`src/rtl/issue_wait_queue.sv`:
```
// -----------------------------------------------------------------------------
// issue_wait_queue
//   In-order wait buffer that sits in front of the issue capability check.
//   Renamed ops are held in a circular FIFO. Every cycle the wakeup
//   (completion tag) bus is compared against the four operand tags of each
//   stored op, and matching operands get their ready flag set. The head op is
//   offered downstream with a valid/ready handshake. Downstream pops it once
//   all four ready flags (bits [7:4]) are set.
//
//   Op layout: [3:0] opaque, [4+k] operand k ready,
//              [8+k*TAG_W +: TAG_W] operand k tag, bits above carried as-is.
//
// Ports
//   clk, rst_n   clock, asynchronous active-low reset
//   in_valid     rename presents an op
//   in_instr     op from rename
//   in_ready     space available (count < DEPTH)
//   out_valid    head entry valid (count != 0)
//   out_instr    head op, straight from storage
//   out_ready    downstream takes the head this cycle
//   wake_valid   per-port wakeup valid
//   wake_tag     per-port wakeup tag, port p at [p*TAG_W +: TAG_W]
//   flush        synchronous discard of all entries
//   count        occupied entries
// -----------------------------------------------------------------------------

`ifndef RENAMED_OP_SZ
`define RENAMED_OP_SZ 40
`endif

// -----------------------------------------------------------------------------
// issue_wait_queue_wake
//   Per-op wakeup match. Takes the op's current ready flags and four operand
//   tags and returns the flags ORed with any same-cycle wakeup hit. Used once
//   per storage slot and once for the incoming op.
//
// Ports
//   i_rdy        current ready flags [3:0]
//   i_tags       operand tags, operand k at [k*TAG_W +: TAG_W]
//   i_wake_valid per-port wakeup valid
//   i_wake_tag   per-port wakeup tag
//   o_rdy        updated ready flags
// -----------------------------------------------------------------------------
module issue_wait_queue_wake #(
    parameter int TAG_W      = 6,
    parameter int WAKE_PORTS = 2
) (
    input  logic [3:0]                  i_rdy,
    input  logic [4*TAG_W-1:0]          i_tags,
    input  logic [WAKE_PORTS-1:0]       i_wake_valid,
    input  logic [WAKE_PORTS*TAG_W-1:0] i_wake_tag,
    output logic [3:0]                  o_rdy
);

    logic [3:0] w_hit;

    genvar k;
    generate
        for (k = 0; k < 4; k++) begin : g_opnd
            // Any port hitting this operand sets it; multiple hits simply OR.
            always_comb begin
                w_hit[k] = 1'b0;
                for (int p = 0; p < WAKE_PORTS; p++) begin
                    if (i_wake_valid[p] &&
                        (i_wake_tag[p*TAG_W +: TAG_W] == i_tags[k*TAG_W +: TAG_W]))
                        w_hit[k] = 1'b1;
                end
            end
        end
    endgenerate

    // Flags are sticky: this block only ever sets them.
    assign o_rdy = i_rdy | w_hit;

endmodule

// -----------------------------------------------------------------------------
module issue_wait_queue #(
    parameter int INST_WIDTH = `RENAMED_OP_SZ,   // must be >= 8 + 4*TAG_W
    parameter int DEPTH      = 4,                // >= 2, any value
    parameter int TAG_W      = 6,
    parameter int WAKE_PORTS = 2,
    localparam int CW        = $clog2(DEPTH + 1)
) (
    input  logic                        clk,
    input  logic                        rst_n,
    input  logic                        in_valid,
    input  logic [INST_WIDTH-1:0]       in_instr,
    output logic                        in_ready,
    output logic                        out_valid,
    output logic [INST_WIDTH-1:0]       out_instr,
    input  logic                        out_ready,
    input  logic [WAKE_PORTS-1:0]       wake_valid,
    input  logic [WAKE_PORTS*TAG_W-1:0] wake_tag,
    input  logic                        flush,
    output logic [CW-1:0]               count
);

    localparam int PW = $clog2(DEPTH);

    // ---------------------------------------------------------------- state
    logic [INST_WIDTH-1:0] r_mem [DEPTH];
    logic [PW-1:0]         r_head;
    logic [PW-1:0]         r_tail;
    logic [CW-1:0]         r_count;

    // ---------------------------------------------------------------- wires
    logic                  w_enq;
    logic                  w_deq;
    logic [3:0]            w_in_rdy;
    logic [3:0]            w_ent_rdy [DEPTH];
    logic [INST_WIDTH-1:0] w_mem_nxt [DEPTH];

    // Pointers wrap at DEPTH-1, so DEPTH need not be a power of two.
    function automatic logic [PW-1:0] f_inc(input logic [PW-1:0] p);
        return (p == PW'(DEPTH - 1)) ? '0 : p + PW'(1);
    endfunction

    // Status outputs come only from registered state: in_ready does not look
    // at out_ready, so a full queue never grants a pass-through slot.
    assign in_ready  = (r_count != CW'(DEPTH));
    assign out_valid = (r_count != '0);
    assign count     = r_count;
    assign out_instr = r_mem[r_head];

    assign w_enq = in_valid  & in_ready;
    assign w_deq = out_valid & out_ready;

    // Enqueue-time capture: the incoming op sees the same wakeup bus as the
    // stored entries, so a completion coinciding with enqueue is not lost.
    issue_wait_queue_wake #(
        .TAG_W      (TAG_W),
        .WAKE_PORTS (WAKE_PORTS)
    ) u_wake_in (
        .i_rdy        (in_instr[7:4]),
        .i_tags       (in_instr[8 +: 4*TAG_W]),
        .i_wake_valid (wake_valid),
        .i_wake_tag   (wake_tag),
        .o_rdy        (w_in_rdy)
    );

    genvar e;
    generate
        for (e = 0; e < DEPTH; e++) begin : g_ent
            // Every slot is snooped regardless of occupancy; stale slots are
            // overwritten in full on their next enqueue, so this is harmless.
            issue_wait_queue_wake #(
                .TAG_W      (TAG_W),
                .WAKE_PORTS (WAKE_PORTS)
            ) u_wake (
                .i_rdy        (r_mem[e][7:4]),
                .i_tags       (r_mem[e][8 +: 4*TAG_W]),
                .i_wake_valid (wake_valid),
                .i_wake_tag   (wake_tag),
                .o_rdy        (w_ent_rdy[e])
            );

            // The enqueue write takes priority over the snoop update, so a
            // slot popped and refilled in the same cycle holds only the new op.
            always_comb begin
                w_mem_nxt[e]      = r_mem[e];
                w_mem_nxt[e][7:4] = w_ent_rdy[e];
                if (w_enq && (r_tail == PW'(e)))
                    w_mem_nxt[e] = {in_instr[INST_WIDTH-1:8], w_in_rdy, in_instr[3:0]};
            end
        end
    endgenerate

    // ---------------------------------------------------------------- update
    always_ff @(posedge clk or negedge rst_n) begin
        if (!rst_n) begin
            r_head  <= '0;
            r_tail  <= '0;
            r_count <= '0;
            for (int i = 0; i < DEPTH; i++)
                r_mem[i] <= '0;
        end else if (flush) begin
            // Flush wins over any same-cycle enqueue/dequeue; data is left.
            r_head  <= '0;
            r_tail  <= '0;
            r_count <= '0;
        end else begin
            for (int i = 0; i < DEPTH; i++)
                r_mem[i] <= w_mem_nxt[i];
            if (w_enq)
                r_tail <= f_inc(r_tail);
            if (w_deq)
                r_head <= f_inc(r_head);
            if (w_enq && !w_deq)
                r_count <= r_count + CW'(1);
            else if (w_deq && !w_enq)
                r_count <= r_count - CW'(1);
        end
    end

endmodule

```
`config.mk`:
```
export PLATFORM = sky130hd
export DESIGN_NAME = issue_wait_queue
export DESIGN_NICKNAME = d
export VERILOG_FILES = /design/src/rtl/issue_wait_queue.sv
export SDC_FILE = /design/constraint.sdc
export NUM_CORES = 1
export LEC_CHECK = 0
export ABC_AREA = 1
export BUFFER_PORTS_ARGS = -buffer_cell sky130_fd_sc_hd__buf_2
export CAP_MARGIN = 0
export CELL_PAD_IN_SITES_DETAIL_PLACEMENT = 1
export CELL_PAD_IN_SITES_GLOBAL_PLACEMENT = 1
export CORE_UTILIZATION = 47
export CTS_CLUSTER_SIZE = 25
export DETAILED_ROUTE_END_ITERATION = 16
export GPL_TIMING_DRIVEN = 0
export PLACE_DENSITY = 0.86
export SLEW_MARGIN = 20
export SYNTH_ARGS = -nofsm -noshare
export SYNTH_HDL_FRONTEND = slang
export SYNTH_SLANG_ARGS = --single-unit
```
`constraint.sdc`:
```
create_clock -name clk -period 2.8 [get_ports clk]
set_input_delay 0.28 -clock clk [delete_from_list [all_inputs] [get_ports clk]]
set_output_delay 0.28 -clock clk [all_outputs]
set_load 0.005 [all_outputs]
```
==> metrics.txt, run 1 <==
total CTS buffers=17; worst vdd ir=483.3 uV; Max-Cap Viols=0; Die W=159.3 um; syn_area_per_cell=6.470 um^2; Final Setup Violations=0; IO Port Bufs=102; First DRT Iteration DRCs=1540; H-tree levels=4; RSZ-0062 raised after global routing=false; Antenna Violating Nets Remaining=0; clock buffer depth=2; Hold Crit Depth=3; ratio of cells with drive above 1 in the final layout=13.44%; worst min path class=input pin to flop; Root Driver=clkbuf_16; Critical path origin=r_head[0]; R2R Setup Slk=1.00 ns; DRT Pass-1 Iters=7; asr flop ratio synth=100.0%; Worst Setup EP=out_instr[5]; total vias in the final route=13782; fmax=358.5 MHz; Post-Layout Cell Count=2260; hpwl dp=~40 mm; synthesized area=0.01163 mm^2; Finished Core Util=54.37%; post-synthesis register bit count=167; first-pass GRT wire length=86.39 mm; clock-pin transition on the worst setup and hold timing paths=around 0.08 ns; Hold Vio Cnt, Final=0; Post-Synthesis Cells=1798; CTS sink cnt=167; clock tree from TritonCTS=yes; placer congestion estimate=1.008; WHS=0.08711 ns; Seq/Total Area, Yosys=35.92%; largest net degree at the start of global routing=63; Slew headroom=between 20% and 30%; Total GRT Usage=46.04%; vias in the first global route=around 14000; Synth area leaders=dfrtp_1, nand2_1, o21ai_0; DRC errors left=0; row count=57; Synth area leader=dfrtp_1; worst r2r src=count[0]; final worst path period need=2.789 ns; clock skew=0.01476 ns; Synth Warn #=0; CP Capture Type=primary output; number of setup buffers added after CTS=0; worst r2r path cells=11; synth cell count leaders=nand2_1, o21ai_0, inv_1, dfrtp_1, nor2_1; worst reg2reg path endpoint=count[2]; Vert. Die Dim=159.3 um; leakage=6.935 nW; WP data arrival=2.51 ns; core area=0.02432 mm^2; WL final=57.42 mm; startpoint types=flop; period utilization=between 90% and 100%; Area Growth Syn to Fin=13.65%; post-synth top area share=35.92%; initial antenna violation count=1; WL/cell=25.41 um; Worst-Margin Slew=1.064 ns; area of the die=between 0.02 and 0.03 mm^2; fill cell count=between 3000 and 4000; Tot Pwr=13.26 mW; status=completed; total grt overflow=0; num ports=104; Req. time, crit path=2.52 ns; worst skew pair latency=roughly 0.46 ns; Crit Path Category=flop to primary output; DR vias/cell=roughly 6.1; Layout Nets=about 2000; EDFF count, synth=0; distinct cell type count after synthesis=33; setup TNS=0 ns; fin. max-slew vios=0; starting density of the core=47.84%; Synth Net Count=1862; Inst Count DP=around 2200; Main synth FF type=dfrtp_1; Crit Path Max Fanout=10; most frequent cell after synthesis=nand2_1; Pwr Density=1003 mW/mm^2
==> state kept, by name, summed over array words and instances, names as in the netlist <==
| name | cells |
|---|---|
| count | 3 |
| r_tail | 2 |
| r_mem | 160 |
| r_head | 2 |
==> metrics by stage <==
stage               area, um^2  setup slack (ns)
floorplan                11630             1.158
global placement         12550            -1.387
detailed placement       12610            0.3525
CTS                      13210           0.01140
global route             13220          0.001292
finish                   13220           0.01073
==> per-layer routing <==
metal	part of all wire (%)	track usage, %	up-vias
met1	38	56.60	6618
met2	44	71.69	930
met5	0	0	-
met3	11	11.07	309
met4	7.7	31.47	0
li1	-	-	5925
==> kinds of logic after synthesis <==
group	count (synthesis)	synth area share [%]
AND/OR/NAND/NOR	904	31.14
AO/OA/AOI/OAI	374	17.64
buffers and inverters	299	11.01
flip-flops	167	35.92
XOR/XNOR	49	3.689
adder cells (fa/ha/maj)	5	0.6023
==> cells in the final DEF, fill, tap and decap left out, types with 3 or more instances in the layout <==
cell	count
ha_1	4
clkbuf_16	17
inv_2	6
nand2_1	671
clkinv_4	3
inv_6	4
xnor2_1	30
o21ai_1	5
dfrtp_1	166
nand2_4	3
a21oi_1	94
nor3_1	15
nand3_1	82
buf_2	141
nor2_1	119
o211ai_1	5
o22ai_1	30
xor2_1	19
o21ai_2	34
buf_6	7
inv_1	192
nand4_1	7
o21ai_0	205
buf_4	10
inv_8	4
clkinv_8	3
clkbuf_1	26
clkbuf_2	13
==> worst min-delay path by stage <==
stage	startpoint	endpoint	slack (ns)
after global routing	in_instr[13]	r_mem[93]	0.11
after CTS	in_instr[13]	r_mem[93]	0.09
after floorplan	rst_n	count[0]	-0.02
after global placement	r_mem[113]	r_mem[113]	0.46
final	in_instr[13]	r_mem[93]	0.09
after detailed placement	rst_n	r_mem[56]	0.23
==> critical path, stage by stage, from the launching register on <==
cell	delay (ns)
dfrtp_1	0.48
inv_1	0.20
buf_2	0.32
clkbuf_2	0.44
a21oi_1	0.12
a21oi_1	0.29
buf_2	0.19
==> report_power, final <==
part	total, mW	internal [mW]	switching [mW]	leakage, nW
sequential	4.90	3.50	1.40	2.07
clock	2.47	1.19	1.28	0.280
combinational	5.88	2.14	3.74	4.58
==> final cells by class <==
| type | count | area [um^2] | area share, % |
|---|---|---|---|
| Clock inverter | 14 | 153.9 | 1.164 |
| Inverter | 203 | 775.7 | 5.867 |
| Buffer | 96 | 516.7 | 3.908 |
| Sequential cell | 167 | 4180 | 31.62 |
| Antenna cell | 2 | 5.005 | 0.03785 |
| Timing Repair Buffer | 105 | 585.6 | 4.429 |
| Clock buffer | 17 | 425.4 | 3.218 |
| Tap cell | 324 | 405.4 | 3.066 |
| Multi-Input combinational cell | 1332 | 6173 | 46.69 |
==> timing repair <==
action / in CTS / in global routing
gates resized for setup: 5 / 4
hold endpoints to repair: 51 / 0
setup endpoints to repair: 17 / 12
pin swaps: 0 / 0
hold buffers: 1 / 0
Note: power is estimated with default switching activity, not from simulation.
==> run 2: changes to the inputs <==
--- a/config.mk
+++ b/config.mk
@@ -10,6 +10,7 @@
 export CAP_MARGIN = 0
 export CELL_PAD_IN_SITES_DETAIL_PLACEMENT = 1
 export CELL_PAD_IN_SITES_GLOBAL_PLACEMENT = 1
+export CORE_MARGIN = 8
 export CORE_UTILIZATION = 47
 export CTS_CLUSTER_SIZE = 25
 export DETAILED_ROUTE_END_ITERATION = 16
==> run 2 against run 1 <==
Effect of this change: the run now ends with setup timing left; combinational power barely moved; power grew 0.51%; count of clock-buffer cells in the layout unchanged; die area rose by 18%; critical endpoint is now out_instr[7]; largest power group unchanged; register-to-register slack is essentially flat; clock skew rose by 0.0078 ns; global-route usage decreased by 8.1 points; sequential share of layout area fell by 0.069 points; via count is 0.62% higher; routed wire length up 1.4%; final area is 0.19% higher.
==> metrics.txt, run 2 (synthesis results as in run 1) <==
clock-pin transition on the worst setup and hold timing paths=about 0.090 ns; Vert. Die Dim=173.3 um; status=complete, but fails checks; hpwl dp=between 40 and 50 mm; initial antenna violation count=3; Pwr Density=1006 mW/mm^2; pre-CTS WS=0.2094 ns; DRT Pass-1 Iters=6; RSZ-0062 raised after global routing=false; H-tree levels=4; Hold Vio Cnt, Final=0; WL final=58.20 mm; DP Area=0.01261 mm^2; Antenna Violating Nets Remaining=0; final worst slack=-0.04716 ns; fmax=351.2 MHz; IO Port Bufs=~100; Area Growth Syn to Fin=13.86%; startpoint types=flop; DR vias/cell=a little over 6; leakage=around 7 nW; first-pass GRT wire length=86.43 mm; clock tree from TritonCTS=yes; Crit Path Category=flop to primary output; fin. max-slew vios=0; Layout Nets=1986; fill cell count=around 3400; WP data arrival=2.57 ns; most frequent cells in the layout=nand2_1, o21ai_0, inv_1, dfrtp_1, buf_2; total CTS buffers=17; final instance area=0.01325 mm^2; Crit Path Max Fanout=10; ratio of cells with drive above 1 in the final layout=13.54%; WL/cell=25.76 um; clock skew=0.02253 ns; clock buffer depth=2; failing checks=setup timing; largest net degree at the start of global routing=72; number of flip-flops in the largest register=160; Req. time, crit path=2.52 ns; num ports=104; area of the die=0.03004 mm^2; largest register by flop count=r_mem; total grt overflow=0; Max-Cap Viols=0; Die W=173.3 um; DRC errors left=0; Total GRT Usage=37.91%; # diodes=0; starting density of the core=~48%; Final Setup Violations=1; worst min path class=input pin to flop; CTS sink cnt=between 150 and 200; CP Capture Type=primary output; worst skew pair latency=0.46 ns; First DRT Iteration DRCs=~1500; number of setup buffers added after CTS=0; core area=about 0.024 mm^2; period utilization=101.7%; Slew headroom=32.05%; total vias in the final route=13867; placer congestion estimate=roughly 0.99; vias in the first global route=14007; final worst path period need=2.847 ns; Tot Pwr=13.33 mW; row count=57; worst vdd ir=between 400 and 500 uV; leading cell type in the layout, fill and taps excluded=nand2_1; setup TNS=-0.04716 ns; Worst-Margin Slew=1.019 ns; Root Driver=clkbuf_16
run 2: cell count changes in the layout (fill, tap and decap cells not counted), sizes merged:
cell / change
clkinv: +2
clkinvlp: -2
diode: -2
inv: +1
run 2: final cells by class:
type                       instances  area (um^2)  share of cell area, %
multi-input combinational       1332         6177                  46.63
buffer                            96        521.8                  3.939
tap                              324        405.4                  3.060
clock inverter                    15        180.2                  1.360
sequential                       167         4179                  31.55
inverter                         203        772.0                  5.828
clock buffer                      17        425.4                  3.211
timing repair buffer             105        585.6                  4.421
run 2: per-layer routing:
metal / global-route usage [%] / up-vias / wire length (um)
met5: 0 / - / 27
met4: 25.37 / 4 / 4042
met3: 9.127 / 284 / 6593
met2: 58.87 / 930 / 25730
met1: 46.23 / 6719 / 21810
li1: - / 5930 / -
run 2: power breakdown:
group	internal (mW)	leakage [nW]	switching, mW
logic	2.14	4.59	3.77
clock network	1.22	0.296	1.33
registers	3.50	2.07	1.37
run 2: stage by stage:
stage / utilization (%) / hold WS, ns / instances
floorplan: - / -0.01559 / 1798
global route: 54.47 / 0.1252 / 2259
detailed placement: 51.87 / 0.2123 / 2226
global placement: 51.60 / 0.4598 / 2224
finish: 54.47 / 0.1062 / 2259
CTS: 54.44 / 0.09325 / 2259
run 2: worst paths after layout:
path	start	end	slack, ns	cells after the start
max reg2reg	count[0]	count[2]	1.00	11
max in group asynchronous	rst_n	r_mem[42]	1.75	3
min in group asynchronous	rst_n	r_mem[136]	0.31	2
max	r_head[0]	out_instr[7]	-0.05	6
min reg2reg	r_mem[115]	r_mem[115]	0.48	2
min	in_instr[13]	r_mem[93]	0.11	3
run 2: critical path, stage by stage (launching register included):
cell and delay [ns]:
dfrtp_1 0.48, inv_1 0.23, clkbuf_1 0.60, o21ai_0 0.25, a21oi_1 0.29, a21oi_1 0.12, buf_2 0.15
run 2: repair_timing:
item	in CTS	in global routing
hold endpoints to repair	46	0
setup endpoints to repair	23	6
gates resized for setup	6	7
hold buffers	1	0
